### src/rtl/mode_sweeper.sv
// mode_sweeper: steps MAIN_MODE/SUB_MODE of the stimulus block through
// MODE_FIRST..MODE_LAST. Each step settles, pulses CLR, dwells, then checks
// the stimulus counters. Pass/fail is sticky and the first failing step is kept.
module mode_sweeper #(
  parameter logic [7:0] MODE_FIRST = 8'd1,
  parameter logic [7:0] MODE_LAST  = 8'd69,
  parameter int         BW_DWELL   = 16,
  parameter int         SETTLE     = 4,
  parameter int         CLR_W      = 2
) (
  input  logic                RSTXF,
  input  logic                CLKF,
  input  logic                START,
  input  logic                ABORT,
  input  logic                SUB_SWEEP,
  input  logic                REQ_RECV,
  input  logic [BW_DWELL-1:0] DWELL,
  input  logic [59:0]         RECV_CNT,
  input  logic [63:0]         ERR_CNT,
  output logic [7:0]          MAIN_MODE,
  output logic [7:0]          SUB_MODE,
  output logic                CLR,
  output logic                BUSY,
  output logic                DONE,
  output logic                FAIL,
  output logic [7:0]          FAIL_MODE,
  output logic                FAIL_SUB
);

  // One counter serves settle, clear and dwell; it must hold SETTLE (<=15).
  localparam int CW = (BW_DWELL > 4) ? BW_DWELL : 4;
  localparam logic [CW-1:0] SETTLE_END = CW'(SETTLE);
  localparam logic [CW-1:0] CLR_END    = CW'(CLR_W - 1);

  typedef enum logic [2:0] {
    S_IDLE, S_APPLY, S_CLEAR, S_DWELL, S_CHECK, S_NEXT
  } state_t;

  state_t        state, state_nxt;
  logic [CW-1:0] cnt, cnt_nxt;
  logic [CW-1:0] dwell_end;
  logic [CW-1:0] dwell_in, dwell_end_in;
  logic [7:0]    mode;
  logic          sub;
  logic          sub_sweep_q, req_recv_q;
  logic          last_step, step_fail, go;

  assign go           = START && !ABORT;
  assign dwell_in     = CW'(DWELL);
  // A zero DWELL still dwells one cycle.
  assign dwell_end_in = (dwell_in == '0) ? '0 : dwell_in - CW'(1);
  assign last_step    = !(sub_sweep_q && !sub) && (mode == MODE_LAST);
  assign step_fail    = (ERR_CNT != '0) || (req_recv_q && (RECV_CNT == '0));

  // State, phase counter, and dwell length captured on DWELL entry
  always_ff @(posedge CLKF or negedge RSTXF) begin
    if (!RSTXF) begin
      state     <= S_IDLE;
      cnt       <= '0;
      dwell_end <= '0;
    end else begin
      state <= state_nxt;
      cnt   <= cnt_nxt;
      if (state == S_CLEAR && state_nxt == S_DWELL)
        dwell_end <= dwell_end_in;
    end
  end

  // Next-state: each timed phase ends when the counter hits its last cycle
  always_comb begin
    state_nxt = state;
    cnt_nxt   = cnt + CW'(1);
    case (state)
      S_IDLE: begin
        cnt_nxt = '0;
        if (go) state_nxt = S_APPLY;
      end
      S_APPLY: begin
        // One entry cycle plus SETTLE held cycles.
        if (cnt == SETTLE_END) begin
          state_nxt = S_CLEAR;
          cnt_nxt   = '0;
        end
      end
      S_CLEAR: begin
        if (cnt == CLR_END) begin
          state_nxt = S_DWELL;
          cnt_nxt   = '0;
        end
      end
      S_DWELL: begin
        if (cnt == dwell_end) begin
          state_nxt = S_CHECK;
          cnt_nxt   = '0;
        end
      end
      S_CHECK: begin
        state_nxt = S_NEXT;
        cnt_nxt   = '0;
      end
      S_NEXT: begin
        state_nxt = last_step ? S_IDLE : S_APPLY;
        cnt_nxt   = '0;
      end
      default: begin
        state_nxt = S_IDLE;
        cnt_nxt   = '0;
      end
    endcase
    if (ABORT && state != S_IDLE) begin
      state_nxt = S_IDLE;
      cnt_nxt   = '0;
    end
  end

  // Sweep position, sampled options and sticky result flags
  always_ff @(posedge CLKF or negedge RSTXF) begin
    if (!RSTXF) begin
      mode        <= '0;
      sub         <= 1'b0;
      sub_sweep_q <= 1'b0;
      req_recv_q  <= 1'b0;
      DONE        <= 1'b0;
      FAIL        <= 1'b0;
      FAIL_MODE   <= '0;
      FAIL_SUB    <= 1'b0;
    end else begin
      if (state == S_IDLE && go) begin
        mode        <= MODE_FIRST;
        sub         <= 1'b0;
        sub_sweep_q <= SUB_SWEEP;
        req_recv_q  <= REQ_RECV;
        DONE        <= 1'b0;
        FAIL        <= 1'b0;
        FAIL_MODE   <= '0;
        FAIL_SUB    <= 1'b0;
      end
      if (!ABORT) begin
        if (state == S_CHECK && step_fail && !FAIL) begin
          FAIL      <= 1'b1;
          FAIL_MODE <= mode;
          FAIL_SUB  <= sub;
        end
        if (state == S_NEXT) begin
          // Compare before incrementing so MODE_LAST=255 never wraps.
          if (sub_sweep_q && !sub) begin
            sub <= 1'b1;
          end else if (mode == MODE_LAST) begin
            DONE <= 1'b1;
          end else begin
            mode <= mode + 8'd1;
            sub  <= 1'b0;
          end
        end
      end
    end
  end

  // Registered drive to stimulus; zeroed in the same cycle the FSM reaches IDLE
  always_ff @(posedge CLKF or negedge RSTXF) begin
    if (!RSTXF) begin
      MAIN_MODE <= '0;
      SUB_MODE  <= '0;
      CLR       <= 1'b0;
      BUSY      <= 1'b0;
    end else begin
      if (state_nxt == S_IDLE) begin
        MAIN_MODE <= '0;
        SUB_MODE  <= '0;
      end else if (state == S_APPLY) begin
        MAIN_MODE <= mode;
        SUB_MODE  <= {7'b0, sub};
      end
      CLR  <= (state_nxt == S_CLEAR);
      BUSY <= (state_nxt != S_IDLE);
    end
  end

endmodule

### config.mk
export PLATFORM = sky130hd
export DESIGN_NAME = mode_sweeper
export DESIGN_NICKNAME = d
export VERILOG_FILES = /design/src/rtl/mode_sweeper.sv
export SDC_FILE = /design/constraint.sdc
export NUM_CORES = 1
export LEC_CHECK = 0
export ABC_AREA = 1
export CAP_MARGIN = 20
export CORE_ASPECT_RATIO = 1.5
export CORE_MARGIN = 3
export CORE_UTILIZATION = 45
export DETAILED_ROUTE_END_ITERATION = 12
export PLACE_DENSITY = 0.87
export SYNTH_ARGS = -nofsm -noshare
export SYNTH_HDL_FRONTEND = slang
export SYNTH_SLANG_ARGS = --single-unit
### constraint.sdc
create_clock -name CLKF -period 2.4 [get_ports CLKF]
set_clock_uncertainty 0.15 [all_clocks]
set_input_delay 0.36 -clock CLKF [delete_from_list [all_inputs] [get_ports CLKF]]
set_output_delay 0.36 -clock CLKF [all_outputs]
set_load 0.01 [all_outputs]
==> out/results.txt, run 1 <==
Final GP Congestion -> 0.906
Detail Route Antenna Nets -> 0
Skew-Pair Late Insertion Delay -> 0.33 ns
PD cells -> 471 nW/µm²
Final wirelength -> 13.2 mm
Vias per std cell -> 4.97
GRT Max-Usage Layer -> met2
Slew Limit Fails -> 0
Worst r2r path cells -> 11
Die area -> 11600 µm²
Layout cells sized above 1 -> 11.6%
Initial core utilization -> 47.1%
Total Routing Usage GR -> 23.4%
Hold Vio Cnt, Final -> 0
CP Capture Type -> flip-flop
Worst hold slack -> 0.338 ns
Cells after Synth -> 678
Crit-path max cell delay -> 0.40 ns
RSZ-0062 raised after global routing -> no
Die Height -> 130 µm
Setup_tns -> 0 ns
FFs w/ async S/R, synth -> 100%
Met3 usage -> 4.99%
Worst hold path stage count -> 2
Worst VDD drop -> 359 µV
# setup viols final -> 0
Worst path cell trace -> inv_1 > ha_1 > nand3_1 > nor2_1 > nand3_1 > nand2_1 > nor2_2 > nand2_4 > nand3_4 > nand2_1 > o21ai_2
Pwr Total -> 3.16 mW
Commonest non-fill, non-tap cell in the layout -> nand2_1
CTS buffer count -> 9
Reg clk slew, reported paths -> 0.05 ns
CP max FO -> 29
WL/cell -> 13.5 µm
Critical path type -> flip-flop to flip-flop
CP arrival -> 2.28 ns
Synth Flop Type -> dfrtp_1
GR Util met1 -> 25.3%
1st-iter DRT viols -> 341
Data required time of the worst path -> 2.45 ns
Largest net degree at the start of global routing -> 69
Synth cell types -> 41
Register area share after synthesis -> 36.7%
Post-synth EDFFs -> 0
Critical Path Start Type -> flip-flop
Area Growth Syn to Fin -> 44.9%
Worst hold path type -> flip-flop to flip-flop
Max-cap violations -> 0
Rows -> 44
CP top delay family -> simple AND/OR/NAND/NOR gates
Commonest cells after routing, fill and taps aside -> 186 x nand2_1, 166 x clkdlybuf4s50_1, 97 x nor2_1
Via count -> 4863
H-Tree Depth -> 3
Cell at the slowest stage of the critical path -> dfrtp_1
First-pass GRT wire length -> 21.0 mm
Number of synthesized register bits -> 68
TritonCTS clock tree -> built
Post-route core utilization -> 68.2%
Root buffer cell -> clkbuf_16
Vias in the first global route -> 4674
Core footprint -> 9850 µm²
Fin crit share -> 92.9%
Leakage -> 3.12 nW
# IOs -> 175
Drt drc -> 0
GR Overflow Total -> 0
Syn_area_per_cell -> 6.84 µm²
Port-buffer cells -> 167
Buf+Inv Stages, Crit Path -> 1
YS warnings -> 0
DP HPWL -> 10.6 mm
Max Clk Rate -> 448 MHz
Die width -> 88.9 µm
1st-pass router iterations -> 5
Initial antenna violation count -> 0
Max Root-Sink Buffers -> 2
Ant diodes -> 0
Status -> completed
Clock period minus final worst setup slack -> 2.23 ns
GR Layer Usage met2 -> 43.0%
Crit path depth -> 11
Post-CTS resize count -> 0
Mapped Area -> 4640 µm²
# clock sinks -> 68
Layout net count -> 1012
-- worst min-delay path, stage by stage, from the launching register on --
cell	delay (ns)
dfrtp_1	0.34
nand2_1	0.05
o21ai_0	0.06
-- stage by stage --
step,worst slack [ns],cell area (µm²),cells
after floorplan,0.571,4660,684
after global placement,0.101,6450,963
after detailed placement,0.0650,6450,963
after CTS,0.143,6720,979
after global routing,0.00132,6720,979
final,0.169,6720,979
-- cell usage after synthesis (2+ instances only) --
cell type,number,area (µm²)
nand2_1,186,698
nor2_1,97,364
inv_1,93,349
dfrtp_1,68,1700
nand3_1,39,195
o21ai_0,23,115
nor3_1,21,105
nand2_2,15,93.8
inv_2,13,48.8
nand4_1,13,81.3
or2_2,12,75.1
nor4_1,11,68.8
o21ai_2,10,87.6
xor2_1,9,78.8
nor2_2,8,50.1
a21oi_1,7,35.0
buf_4,7,52.6
ha_1,6,75.1
nand3b_1,5,37.5
nor3_2,4,40.0
o21ai_1,4,20.0
clkbuf_1,3,11.3
nand2_4,2,22.5
nand3_2,2,20.0
nand3_4,2,35.0
nor2_4,2,22.5
xnor2_1,2,17.5
-- power breakdown --
part	switching (mW)	total (mW)	leakage, nW	internal (mW)
logic	0.400	0.775	2.08	0.375
registers	0.0462	1.24	0.922	1.19
clock network	0.460	1.15	0.124	0.686
total	0.906	3.16	3.12	2.26
-- metal layers --
metal / up-vias / part of all wire, %
met5: - / 0
met1: 2149 / 35
met2: 218 / 52
met3: 23 / 10
li1: 2473 / -
met4: 0 / 2.6
-- cell type report --
class	count	area [µm²]
Inverter	106	398
Clock inverter	5	30.0
Fill cell	780	3140
Timing Repair Buffer	180	1780
Sequential cell	68	1700
Multi-Input combinational cell	495	2440
Tap cell	115	144
Clock buffer	10	229
-- final timing paths --
path                                       start                        end  slack, ns
max in group asynchronous                  RSTXF   dwell_end[5]$_DFFE_PN0P_       1.38
worst min register to register    DONE$_DFF_PN0_             DONE$_DFF_PN0_       0.34
worst max-delay path            cnt[1]$_DFF_PN0_  dwell_end[10]$_DFFE_PN0P_       0.17
worst max register to register  cnt[1]$_DFF_PN0_  dwell_end[10]$_DFFE_PN0P_       0.17
min in group asynchronous                  RSTXF          mode[6]$_DFF_PN0_       0.44
worst min-delay path              DONE$_DFF_PN0_             DONE$_DFF_PN0_       0.34
-- state kept, by name (all words and copies together), names as in the netlist --
name / cells
cnt: 16
dwell_end: 16
FAIL_MODE: 8
MAIN_MODE: 8
mode: 8
state: 3
BUSY: 1
CLR: 1
DONE: 1
FAIL: 1
FAIL_SUB: 1
SUB_MODE: 1
req_recv_q: 1
sub: 1
sub_sweep_q: 1
-- cell families after synthesis --
group	Yosys count	share of synthesized area (%)
other cells	1	0.0809
xor+xnor	11	2.08
fa+ha+maj	6	1.62
compound gates	48	6.21
buf+inv	121	11.2
simple gates	423	42.1
flops	68	36.7
-- timing repair --
item | CTS | global route
setup endpoints to repair | 0 | 0
hold buffers | 1 | 0
endpoints found under the hold margin | 68 | 0
setup buffers | 0 | 0
Note: power is estimated with default switching activity, not from simulation.
==> run 2: changes to the inputs <==
- CORE_UTILIZATION: 45 -> 40
- PLACE_DENSITY: 0.87 -> 0.8
==> run 2 against run 1 <==
  * Routed wire length increased by 6.3%
  * Die area increased by 12%
  * Global-route usage decreased by 1.9 points
  * Total power increased by 11%
  * Combinational power decreased by 0.5%
  * Sequential share of layout area decreased by 0.63 points
  * Worst setup slack improved by 0.070 ns
  * Clock power increased by 30%
  * Critical path depth increased by 2
  * Largest cell class unchanged
==> out/results.txt, run 2 (synthesized netlist as in run 1, its figures left out) <==
Status -> completed
PnR worst setup slack -> 0.239 ns (+0.0700 ns)
CP max FO -> 15 (-48%)
RSZ-0062 raised after global routing -> no
Via count -> 4822 (-0.84%)
Drt drc -> 0 (unchanged)
Leakage -> 3.20 nW (+2.3%)
Final wirelength -> 14.0 mm (+6.3%)
Worst hold slack -> 0.332 ns (-0.00661 ns)
Vias per std cell -> 4.75 (-4.4%)
Inst Count DP -> 998 (+3.6%)
TritonCTS clock tree -> built
Post-route cell area -> 6890 µm² (+2.5%)
# IOs -> 175 (unchanged)
CP Capture Type -> flip-flop
Die Height -> 138 µm (+5.8%)
WL/cell -> 13.8 µm (+2.5%)
Reg clk slew, reported paths -> 0.06 ns (about the same)
Internal -> 2.58 mW (+15%)
Data required time of the worst path -> 2.51 ns (+0.06 ns)
Setup_tns -> 0 ns (unchanged)
Detail Route Antenna Nets -> 0 (unchanged)
Post-route core utilization -> 61.7% (-6.5 points)
Switching Fraction -> 26.3% (-2.3 points)
Root buffer cell -> clkbuf_16
DP Area -> 6540 µm² (+1.4%)
R2R setup slack -> 0.24 ns (+0.07 ns)
Crit-path max cell delay -> 0.42 ns (+0.02 ns)
Largest net degree at the start of global routing -> 69 (unchanged)
Worst VDD drop -> 433 µV (+21%)
CP top delay family -> simple AND/OR/NAND/NOR gates
Cell at the slowest stage of the critical path -> dfrtp_1
H-Tree Depth -> 3 (unchanged)
First-pass GRT wire length -> 21.5 mm (+2.8%)
Die area -> 12900 µm² (+12%)
Critical Path Start Type -> flip-flop
P_sw -> 0.923 mW (+1.9%)
Clock period minus final worst setup slack -> 2.16 ns (-0.0700 ns)
Total Routing Usage GR -> 21.5% (-1.9 points)
Critical path type -> flip-flop to flip-flop
1st-pass router iterations -> 5 (unchanged)
Clock share of power -> 42.7% (+6.5 points)
# setup viols final -> 0 (unchanged)
Met3 usage -> 6.35% (+1.4 points)
Core footprint -> 11200 µm² (+13%)
Initial antenna violation count -> 0 (unchanged)
Max-cap violations -> 0 (unchanged)
Setup WS pre-CTS -> 0.0902 ns (+0.0252 ns)
Final GP Congestion -> 0.877 (-3.2%)
Ant diodes -> 0 (unchanged)
GR Overflow Total -> 0 (unchanged)
Sequential share of power -> 35.3% (-3.9 points)
CTS buffer count -> 9 (unchanged)
Slew Limit Fails -> 0 (unchanged)
Combinational power share -> 22.0% (-2.5 points)
Max Root-Sink Buffers -> 2 (unchanged)
CP arrival -> 2.27 ns (about the same)
Port-buffer cells -> 167 (unchanged)
Die width -> 93.9 µm (+5.7%)
Layout net count -> 1015 (+0.30%)
Commonest cells after routing, fill and taps aside -> 186 x nand2_1, 166 x clkdlybuf4s50_1, 97 x nor2_1
Pwr Total -> 3.51 mW (+11%)
Initial core utilization -> 41.5% (-5.6 points)
GR Util met1 -> 20.0% (-5.3 points)
GR Layer Usage met2 -> 41.9% (-1.2 points)
Max Clk Rate -> 463 MHz (+3.2%)
Worst path cell trace -> inv_1 > ha_1 > inv_1 > nor2_1 > nand3_1 > nand2_1 > nand2_1 > nor2_2 > nand2_4 > nand3_4 > buf_12 > nand2_2 > o21ai_2
Fin crit share -> 90.0% (-2.9 points)
Largest regs -> cnt: 16 flops, dwell_end: 16 flops
Fillers -> 980 (+26%)
Commonest non-fill, non-tap cell in the layout -> nand2_1
GRT Max-Usage Layer -> met2
Hold Vio Cnt, Final -> 0 (unchanged)
Layout cells sized above 1 -> 12.0% (+0.41 points)
Post-CTS resize count -> 0 (unchanged)
Vias in the first global route -> 4604 (-1.5%)
Buf+Inv Stages, Crit Path -> 3 (+2)
Skew-Pair Late Insertion Delay -> 0.34 ns (about the same)
# clock sinks -> 68 (unchanged)
1st-iter DRT viols -> 238 (-30%)
Final non-filler cell total -> 1015 (+3.7%)
DP HPWL -> 11.3 mm (+7.0%)
Rows -> 47 (+6.8%)
Area Growth Syn to Fin -> 48.6%
PD cells -> 509 nW/µm² (+8.2%)
Worst hold path type -> flip-flop to flip-flop
run 2: layout make-up:
| cell class | instances | area [µm²] | area share (%) |
|---|---|---|---|
| Tap cell | 147 | 184 | 2.67 |
| Sequential cell | 68 | 1700 | 24.7 |
| Inverter | 106 | 398 | 5.78 |
| Clock buffer | 10 | 229 | 3.32 |
| Clock inverter | 6 | 113 | 1.63 |
| Multi-Input combinational cell | 495 | 2440 | 35.4 |
| Timing Repair Buffer | 183 | 1830 | 26.5 |
run 2: final timing paths:
kind | startpoint | endpoint | cells after the start
min reg2reg | DONE$_DFF_PN0_ | DONE$_DFF_PN0_ | 2
min | DONE$_DFF_PN0_ | DONE$_DFF_PN0_ | 2
max in group asynchronous | RSTXF | dwell_end[9]$_DFFE_PN0P_ | 3
min in group asynchronous | RSTXF | req_recv_q$_DFFE_PN0P_ | 3
max reg2reg | mode[1]$_DFF_PN0_ | dwell_end[6]$_DFFE_PN0P_ | 13
max | mode[1]$_DFF_PN0_ | dwell_end[6]$_DFFE_PN0P_ | 13
run 2: metal layers:
metal,up-vias,wire (µm)
met1,2143,4750
met2,168,7590
li1,2486,-
met4,0,501
met5,-,0
met3,25,1190
run 2: tightest hold or removal path, cell delays in order, from the launching register on:
cell     delay (ns)
dfrtp_1        0.34
nand2_1        0.05
o21ai_0        0.06
run 2: power groups by stage:
| stage | Combinational, mW | Clock, mW | Sequential (mW) |
|---|---|---|---|
| after global placement | 0.762 | 0 | 1.26 |
| after detailed placement | 0.770 | 0 | 1.26 |
| after global routing | 0.856 | 1.58 | 1.24 |
| final | 0.771 | 1.50 | 1.24 |
| after CTS | 0.779 | 1.52 | 1.24 |
| after floorplan | 0.369 | 0 | 1.26 |
run 2: what timing repair did:
item / in CTS / in global routing
setup buffers: 0 / 0
hold buffers: 1 / 0
hold endpoints to repair: 68 / 0
